### src/rtl/mul8s_share_pkg.sv
// Shared constants and the operand-stage payload type for the shared signed multiplier.
package mul8s_share_pkg;

  localparam int MUL_W   = 8;
  localparam int PROD_W  = 16;
  // The ID field is sized for the largest legal requester count (8).
  localparam int ID_MAXW = 3;

  typedef struct packed {
    logic [MUL_W-1:0]   a;
    logic [MUL_W-1:0]   b;
    logic [ID_MAXW-1:0] id;
  } s1_payload_t;

endpackage

### src/rtl/mul8s_1KV6.sv
// Exact 8x8 signed array multiplier producing a full 16-bit two's-complement product.
module mul8s_1KV6
  import mul8s_share_pkg::*;
(
  input  logic              clk_unused,
  input  logic [MUL_W-1:0]  a,
  input  logic [MUL_W-1:0]  b,
  output logic [PROD_W-1:0] o
);

  logic [PROD_W-1:0] a_ext_s;
  logic [PROD_W-1:0] acc_s;

  // Shift-add rows; the top bit of b carries negative weight, so its row is subtracted.
  always_comb begin
    a_ext_s = {{(PROD_W-MUL_W){a[MUL_W-1]}}, a};
    acc_s   = '0;
    for (int i = 0; i < MUL_W; i++) begin
      if (b[i]) begin
        if (i == MUL_W-1) begin
          acc_s = acc_s - (a_ext_s << i);
        end else begin
          acc_s = acc_s + (a_ext_s << i);
        end
      end else begin
        acc_s = acc_s;
      end
    end
    o = acc_s;
  end

endmodule

### src/rtl/mul8s_rr_share.sv
// Round-robin sharing of one mul8s core among NREQ requesters through a
// 2-stage valid/ready pipeline (operand register, result register).
module mul8s_rr_share
  import mul8s_share_pkg::*;
#(
  parameter int NREQ = 4,
  parameter int IDW  = $clog2(NREQ),
  parameter int CNTW = 16
) (
  input  logic                  clock,
  input  logic                  reset_n,
  input  logic [NREQ-1:0]       req_valid,
  output logic [NREQ-1:0]       req_ready,
  input  logic [NREQ*MUL_W-1:0] req_a,
  input  logic [NREQ*MUL_W-1:0] req_b,
  output logic                  rsp_valid,
  input  logic                  rsp_ready,
  output logic [IDW-1:0]        rsp_id,
  output logic [PROD_W-1:0]     rsp_o,
  output logic                  busy,
  output logic [CNTW-1:0]       op_count
);

  function automatic logic [IDW-1:0] rr_pick(input logic [NREQ-1:0] vld,
                                             input logic [IDW-1:0]  ptr);
    logic [IDW-1:0] win;
    logic           found;
    int             idx;
    win   = ptr;
    found = 1'b0;
    for (int k = 0; k < NREQ; k++) begin
      idx = (int'(ptr) + k) % NREQ;
      if (!found && vld[IDW'(idx)]) begin
        win   = IDW'(idx);
        found = 1'b1;
      end else begin
        win   = win;
        found = found;
      end
    end
    return win;
  endfunction

  logic [MUL_W-1:0]  a_arr_s [NREQ];
  logic [MUL_W-1:0]  b_arr_s [NREQ];
  s1_payload_t       s1_r;
  logic              s1_valid_r;
  logic              s2_valid_r;
  logic [PROD_W-1:0] s2_o_r;
  logic [IDW-1:0]    s2_id_r;
  logic [IDW-1:0]    rr_ptr_r;
  logic [CNTW-1:0]   op_count_r;
  logic [IDW-1:0]    winner_s;
  logic [IDW-1:0]    ptr_next_s;
  logic [PROD_W-1:0] mul_o_s;
  logic              s2_free_s;
  logic              s1_adv_s;
  logic              s1_free_s;
  logic              accept_s;
  logic              id_hi_unused_s;

  for (genvar g = 0; g < NREQ; g++) begin : g_unpack
    assign a_arr_s[g] = req_a[g*MUL_W +: MUL_W];
    assign b_arr_s[g] = req_b[g*MUL_W +: MUL_W];
  end

  assign s2_free_s  = !s2_valid_r || rsp_ready;
  assign s1_adv_s   = s1_valid_r && s2_free_s;
  assign s1_free_s  = !s1_valid_r || s1_adv_s;
  assign winner_s   = rr_pick(req_valid, rr_ptr_r);
  assign accept_s   = |(req_valid & req_ready);
  assign ptr_next_s = (winner_s == IDW'(NREQ-1)) ? '0 : winner_s + IDW'(1);
  assign id_hi_unused_s = ^s1_r.id;

  // Grant goes only to the round-robin winner, and only when stage 1 can take it.
  always_comb begin
    req_ready = '0;
    if ((|req_valid) && s1_free_s && reset_n) begin
      req_ready[winner_s] = 1'b1;
    end else begin
      req_ready = '0;
    end
  end

  mul8s_1KV6 u_mul (
    .clk_unused (clock),
    .a          (s1_r.a),
    .b          (s1_r.b),
    .o          (mul_o_s)
  );

  // Pipeline stages, arbitration pointer and saturating completion counter.
  always_ff @(posedge clock) begin
    if (!reset_n) begin
      s1_valid_r <= 1'b0;
      s1_r       <= '0;
      s2_valid_r <= 1'b0;
      s2_o_r     <= '0;
      s2_id_r    <= '0;
      rr_ptr_r   <= '0;
      op_count_r <= '0;
    end else begin
      if (accept_s) begin
        s1_valid_r <= 1'b1;
        s1_r       <= '{a: a_arr_s[winner_s], b: b_arr_s[winner_s], id: ID_MAXW'(winner_s)};
        rr_ptr_r   <= ptr_next_s;
      end else if (s1_adv_s) begin
        s1_valid_r <= 1'b0;
      end
      if (s1_adv_s) begin
        s2_valid_r <= 1'b1;
        s2_o_r     <= mul_o_s;
        s2_id_r    <= s1_r.id[IDW-1:0];
      end else if (rsp_ready) begin
        s2_valid_r <= 1'b0;
      end
      if (s2_valid_r && rsp_ready && (op_count_r != '1)) begin
        op_count_r <= op_count_r + CNTW'(1);
      end
    end
  end

  assign rsp_valid = s2_valid_r;
  assign rsp_o     = s2_o_r;
  assign rsp_id    = s2_id_r;
  assign busy      = s1_valid_r || s2_valid_r;
  assign op_count  = op_count_r;

endmodule
### config.mk
export PLATFORM = sky130hd
export DESIGN_NAME = mul8s_rr_share
export DESIGN_NICKNAME = d
export VERILOG_FILES = /design/src/rtl/mul8s_share_pkg.sv /design/src/rtl/mul8s_1KV6.sv /design/src/rtl/mul8s_rr_share.sv
export SDC_FILE = /design/constraint.sdc
export NUM_CORES = 1
export LEC_CHECK = 0
export ABC_CLOCK_PERIOD_IN_PS = 10390
export CORE_MARGIN = 2
export CORE_UTILIZATION = 42
export CTS_CLUSTER_SIZE = 10
export DETAILED_ROUTE_END_ITERATION = 16
export PLACE_DENSITY = 0.71
export REMOVE_ABC_BUFFERS = 1
export SETUP_SLACK_MARGIN = 0.2
export SYNTH_ARGS = -nofsm -noshare
export SYNTH_HDL_FRONTEND = slang
export SYNTH_SLANG_ARGS = --single-unit
### constraint.sdc
create_clock -name clock -period 10.39 [get_ports clock]
set_input_delay 2.078 -clock clock [delete_from_list [all_inputs] [get_ports clock]]
set_output_delay 2.078 -clock clock [all_outputs]
set_load 0.02 [all_outputs]
== Word-level counts from Yosys, hierarchy flattened ==
Index checks and enable logic that the tools add are counted.

* Register bits after elaboration: 56
* Input port bits: 71
* Output and inout port bits: 40
* Word-level logic and storage cells: 93

* $add $sub $neg: 12
* Magnitude comparators: 7
* Equal/unequal tests: 2
* Mux-type cells: 40
* Bitwise logic cells: 2
* Reduce and logical (&&, ||, !) cells: 21

{| class="wikitable"
|+ Operators by type and width
! kind !! count
|-
| two-way mux 16 bit || 8
|-
| adder 16 bit || 6
|-
| binary-select mux 8 bit (select 2 bit) || 2
|-
| two-way mux 8 bit || 4
|-
| adder 16 x 1 -> 16 bit (second input constant) || 1
|-
| < comparator 2 x 4 -> 1 bit (second input constant) || 4
|-
| two-way mux 1 bit || 16
|-
| != test 16 bit (second input constant) || 1
|-
| subtractor 16 bit || 1
|-
| logical AND 1 bit || 9
|-
| binary-select mux 1 bit (select 2 bit) || 4
|-
| two-way mux 2 bit || 4
|-
| OR reduction 4 bit || 2
|-
| zero test 1 bit || 5
|-
| adder 2 x 1 -> 2 bit (second input constant) || 2
|-
| adder 2 bit (second input constant) || 2
|-
| AND 4 bit || 1
|-
| two-way mux 4 bit || 1
|-
| nonzero test 2 bit || 2
|-
| greater-or-equal comparator 3 bit (second input constant) || 1
|-
| logical OR 1 bit || 3
|-
| < comparator 2 x 3 -> 1 bit (second input constant) || 1
|-
| inverter 2 -> 3 bit || 1
|-
| demux 1 bit (select 2 bit) || 1
|-
| 2 further kinds || 2
|}

== Logic depth before layout (Yosys ltp) ==
* Depth in word-level cells: 21
* Mapped depth: 53
* Gate-level depth less buffers: 53

== Hierarchy ==
Synthesis repeated with hierarchy kept, for this count alone.

* Cell total of the unflattened synthesis: 900
* Area total of the unflattened synthesis: 7119.3 um^2

{| class="wikitable"
|+ Modules (own cells, without submodules)
! module !! times used !! cells an instance !! area an instance (um^2) !! seq. area each (um^2)
|-
| mul8s_1KV6 || 1 || 606 || 4269.1 || 0.0
|-
| mul8s_rr_share || 1 || 294 || 2850.2 || 1121.1
|}

== Worst setup path after synthesis ==
OpenSTA, ideal clock, no wires.

* Kind: register -> register
* From: reg s1_r[13] (netlist bit)
* To: reg s2_o_r[15] (netlist: rsp_o[15])
* Setup time: 132 ps
* Arrival time: 9678 ps
* Data required time: 10258 ps
* Slack: 580 ps
* Stages on the path, launching flop included: 45
* Buffers on the path: 0
* Period minus slack after synthesis: 9810 ps
* Cells stage by stage: dfxtp_1 > nand2_1 > inv_1 > ha_1 > a21o_1 > maj3_2 > maj3_1 > a211o_1 > and3_1 > or2_2 > ha_1 > a21oi_1 > xnor2_1 > mux2_2 > ha_1 > a21o_1 > a21oi_1 > o31ai_1 > [... 9 more ...] > ha_1 > xor2_1 > mux2_2 > ha_1 > nor3_1 > o21ai_0 > a21o_1 > a32oi_1 > nand2_1 > ha_1 > or3_1 > o21ai_0 > and3b_1 > o311ai_0 > nand4_1 > xnor2_1 > xnor2_1 > a21oi_1

* Longest elaborated chain between the ends: 15

{| class="wikitable"
|+ Ends and longest elaborated chain
! element !! line !! source
|-
| start: declaration || mul8s_rr_share.sv:46 || <nowiki>s1_payload_t s1_r;</nowiki>
|-
| start signal: assignment || mul8s_rr_share.sv:105 || <nowiki>s1_r <= '{a: a_arr_s[winner_s], b: b_arr_s[winner_s], id: ID_MAXW'(winner_s)};</nowiki>
|-
| two-way mux 16 bit || mul8s_1KV6.sv:19 || <nowiki>if (b[i]) begin</nowiki>
|-
| adder 16 bit || mul8s_1KV6.sv:23 || <nowiki>acc_s = acc_s + (a_ext_s << i);</nowiki>
|-
| two-way mux 16 bit || mul8s_1KV6.sv:19 ||
|-
| adder 16 bit || mul8s_1KV6.sv:23 ||
|-
| two-way mux 16 bit || mul8s_1KV6.sv:19 ||
|-
| adder 16 bit || mul8s_1KV6.sv:23 ||
|-
| two-way mux 16 bit || mul8s_1KV6.sv:19 ||
|-
| adder 16 bit || mul8s_1KV6.sv:23 ||
|-
| two-way mux 16 bit || mul8s_1KV6.sv:19 ||
|-
| adder 16 bit || mul8s_1KV6.sv:23 ||
|-
| two-way mux 16 bit || mul8s_1KV6.sv:19 ||
|-
| adder 16 bit || mul8s_1KV6.sv:23 ||
|-
| two-way mux 16 bit || mul8s_1KV6.sv:19 ||
|-
| subtractor 16 bit || mul8s_1KV6.sv:21 || <nowiki>acc_s = acc_s - (a_ext_s << i);</nowiki>
|-
| two-way mux 16 bit (*) || mul8s_1KV6.sv:19 ||
|-
| end signal: assignment || mul8s_rr_share.sv:112 || <nowiki>s2_o_r <= mul_o_s;</nowiki>
|-
| end: declaration || mul8s_rr_share.sv:49 || <nowiki>logic [PROD_W-1:0] s2_o_r;</nowiki>
|}

Mark *: on every way between the ends. The rest lies on a longest branch, timed or not.
A chain may end at the register's enable or synchronous reset.

== Worst setup path after layout ==
* From: reg s1_r[12] (netlist bit)
* To: reg s2_o_r[15] (netlist: rsp_o[15])

The elaborated chain is that of the path after synthesis.

==> results.sh <==
export IMPL_async_reset_ff_share_pct=0
export IMPL_dr_pass1_iters=5
export IMPL_gr_usage_all_layers_pct=21.8
export IMPL_max_slew_margin_pct=29.0
export IMPL_endpoint_kind="flip-flop"
export IMPL_slowest_stage="ha_1"
export IMPL_vdd_ir_drop_worst_v=0.0000869
export IMPL_hold_viol_final=0
export IMPL_grtUsageMet3_pct=3.00
export IMPL_wl_um=19600
export IMPL_synth_most_common_cell="nor2_1"
export IMPL_ant_nets=0
export IMPL_die_width_um=132
export IMPL_rr_endpoint="rsp_o[15]"
export IMPL_numClockSinks=56
export IMPL_reg2reg_depth=46
export IMPL_drv_cap=0
export IMPL_post_dp_cell_area_mm2=0.00816
export IMPL_p_total_w=0.00114
export IMPL_start_kind="flip-flop"
export IMPL_syn_to_final_growth_pct=25.6
export IMPL_syn_area_per_cell_um2=7.77
export IMPL_holdWs_ns=0.458
export IMPL_synth_distinct_cells=83
export IMPL_yosysTopAreaCellShare_pct=16.3
export IMPL_netlist_area_mm2=0.00688
export IMPL_r2r_start="s1_r[12]"
export IMPL_crit_end="rsp_o[15]"
export IMPL_slowest_delay_ns=0.40
export IMPL_cts_made_buffers=5
export IMPL_htreeDepth=2
export IMPL_synth_flop_cell="dfxtp_1"
export IMPL_dp_hpwl_um=14900
export IMPL_yosysTopAreaCell="dfxtp_1"
export IMPL_nets=1138
export IMPL_grtUsageMet1_pct=27.6
export IMPL_rows=46
export IMPL_maxSlewViolCount=0
export IMPL_clockRootBuffer="clkbuf_16"
export IMPL_place_ws_ns=0.210
export IMPL_diodes=0
export IMPL_portBuffers=110
export IMPL_postCtsHoldBufs=0
export IMPL_vias=6810
export IMPL_grt_use_met2_pct=39.0
export IMPL_io_pin_count=111
export IMPL_grt_pass1_vias=6416
export IMPL_ys_seq_area_share_pct=16.3
export IMPL_grt_busiest_layer="met2"
export IMPL_drive_gt1_share_pct=13.6
export IMPL_worstHoldPathType="reg -> reg"
export IMPL_critPathRequiredTime_ns=10.57
export IMPL_drc=0
export IMPL_crit_path_frequent_cell="xnor2_1"
export IMPL_outcome="completed"
export IMPL_finalWorstSetupSlack_ns=0.677
export IMPL_tightest_slew_ns=1.06
export IMPL_path_clk_slew_ns=0.07
export IMPL_critPathKind="reg -> reg"
export IMPL_overflow=0
export IMPL_holdPathStages=2
export IMPL_tns_ns=0
export IMPL_grt_pass1_wl_um=31700
export IMPL_synth_edf_count=0
export IMPL_cts_tree="yes"
export IMPL_setup_viol=0
export IMPL_fin_skew_ns=0.00646
export IMPL_crit_fanout=5
export IMPL_start_util_pct=43.1
export IMPL_min_period_over_period_pct=93.5
export IMPL_fmax_ghz=0.103
export IMPL_synthTopCellsByCount="nor2_1, ha_1, a21oi_1"
export IMPL_clk_latency_ns=0.30
export IMPL_vias_per_cell=5.66
export IMPL_final_area_mm2=0.00864
export IMPL_arrival_ns=9.89
export IMPL_fp_dieH_um=132
export IMPL_synth_cells=885
export IMPL_grt_start_max_net_pins=50
export IMPL_powerDensity_mw_per_mm2=132
export IMPL_cts_max_path_buffers=2
export IMPL_reg2reg_slack_ns=0.68
export IMPL_ys_warn_count=0
export IMPL_gp_congestion=0.912
export IMPL_initialDrtViolationCount=448
export IMPL_layout_min_cycle_time_ns=9.71
export IMPL_antenna_found_initial=0
export IMPL_power_leakage_nw=3.67
export IMPL_rsz0062_at_grt="no"
export IMPL_routedWlPerCell_um=16.3
export IMPL_crit_start="s1_r[12]"
export IMPL_netlist_top_cells_area="dfxtp_1, ha_1, nor2_1, mux4_2, a21oi_1"
export IMPL_ys_ff_latch=56
export IMPL_dieArea_mm2=0.0174
export IMPL_core_mm2=0.0159
==> timing repair <==
item,CTS,global route
endpoints found under the setup margin,1,2
gates resized for setup,2,56
pin swaps,0,13
setup buffers,0,7
==> cell type report <==
type / instances / area (um2)
clock buffers: 5 / 125
clock inverters: 2 / 60.1
fillers: 1509 / 7310
inverters: 56 / 210
multi-input cells: 732 / 5550
flip-flops and latches: 56 / 1120
well taps: 216 / 270
repair buffers: 136 / 1300
==> through the flow <==
stage / std cells / util, %
after floorplan: 844 / -
after global placement: 1189 / 51.2
after detailed placement: 1189 / 51.2
after CTS: 1196 / 52.4
after global routing: 1203 / 54.2
final: 1203 / 54.2
==> worst max-delay path, delay by kind of cell, from the launching register on <==
kind	cells	cell delay [ns]
XOR/XNOR	5	0.75
adder cells (fa/ha/maj)	9	2.83
AO/OA/AOI/OAI	16	2.40
multiplexers	3	0.86
AND/OR/NAND/NOR	11	2.11
flip-flops	1	0.34
buffers and inverters	2	0.31
==> logic make-up (layout without fill, tap and decap cells) <==
group | Yosys count | in the layout | share of synthesized area (%)
AND/OR/NAND/NOR | 291 | 291 | 20.0
AO/OA/AOI/OAI | 254 | 254 | 24.0
buffers and inverters | 97 | 199 | 6.57
adder cells (fa/ha/maj) | 82 | 82 | 15.6
XOR/XNOR | 60 | 60 | 7.64
flip-flops | 56 | 56 | 16.3
multiplexers | 45 | 45 | 9.88
==> metal layers <==
layer  vias up  wire (um)
met4         0        393
met1      3183       8690
met3        28       1060
li1       3396          -
met2       203       9450
met5         -          0
==> worst min path at each step <==
stage,startpoint,to,slack (ns)
floorplan,s1_r[0],rsp_id[0],0.43
global placement,rsp_o[0],rsp_o[0],0.44
detailed placement,rsp_o[0],rsp_o[0],0.45
CTS,rsp_o[0],rsp_o[0],0.46
global route,rsp_o[2],rsp_o[2],0.49
finish,rsp_o[0],rsp_o[0],0.46
==> state kept, by name, indices dropped and copies added, names as in the netlist <==
| register | flops |
|---|---|
| op_count | 16 |
| rr_ptr_r | 2 |
| rsp_id | 2 |
| rsp_o | 16 |
| rsp_valid | 1 |
| s1_r | 18 |
| s1_valid_r | 1 |
==> power breakdown <==
| group | switching, W | total (W) | leakage, nW | internal, W |
|---|---|---|---|---|
| Sequential | 0.0000292 | 0.000261 | 0.456 | 0.000232 |
| Clock | 0.0000821 | 0.000219 | 0.0899 | 0.000137 |
| Combinational | 0.000351 | 0.000656 | 3.13 | 0.000305 |
==> placed cells by master, fill, tap and decap left out, types with 21 or more instances in the layout <==
cell             netlist  routed
o21ai_0               53      41
nand2_1               69      68
a21oi_1               70      63
buf_4                  2      26
ha_1                  73      63
inv_1                 55      54
xor2_1                24      24
a21o_1                22      22
nor2_1               107     105
xnor2_1               36      35
nor3_1                22      21
dfxtp_1               56      54
clkdlybuf4s50_1        0     110
Note: power is estimated with default switching activity, not from simulation.
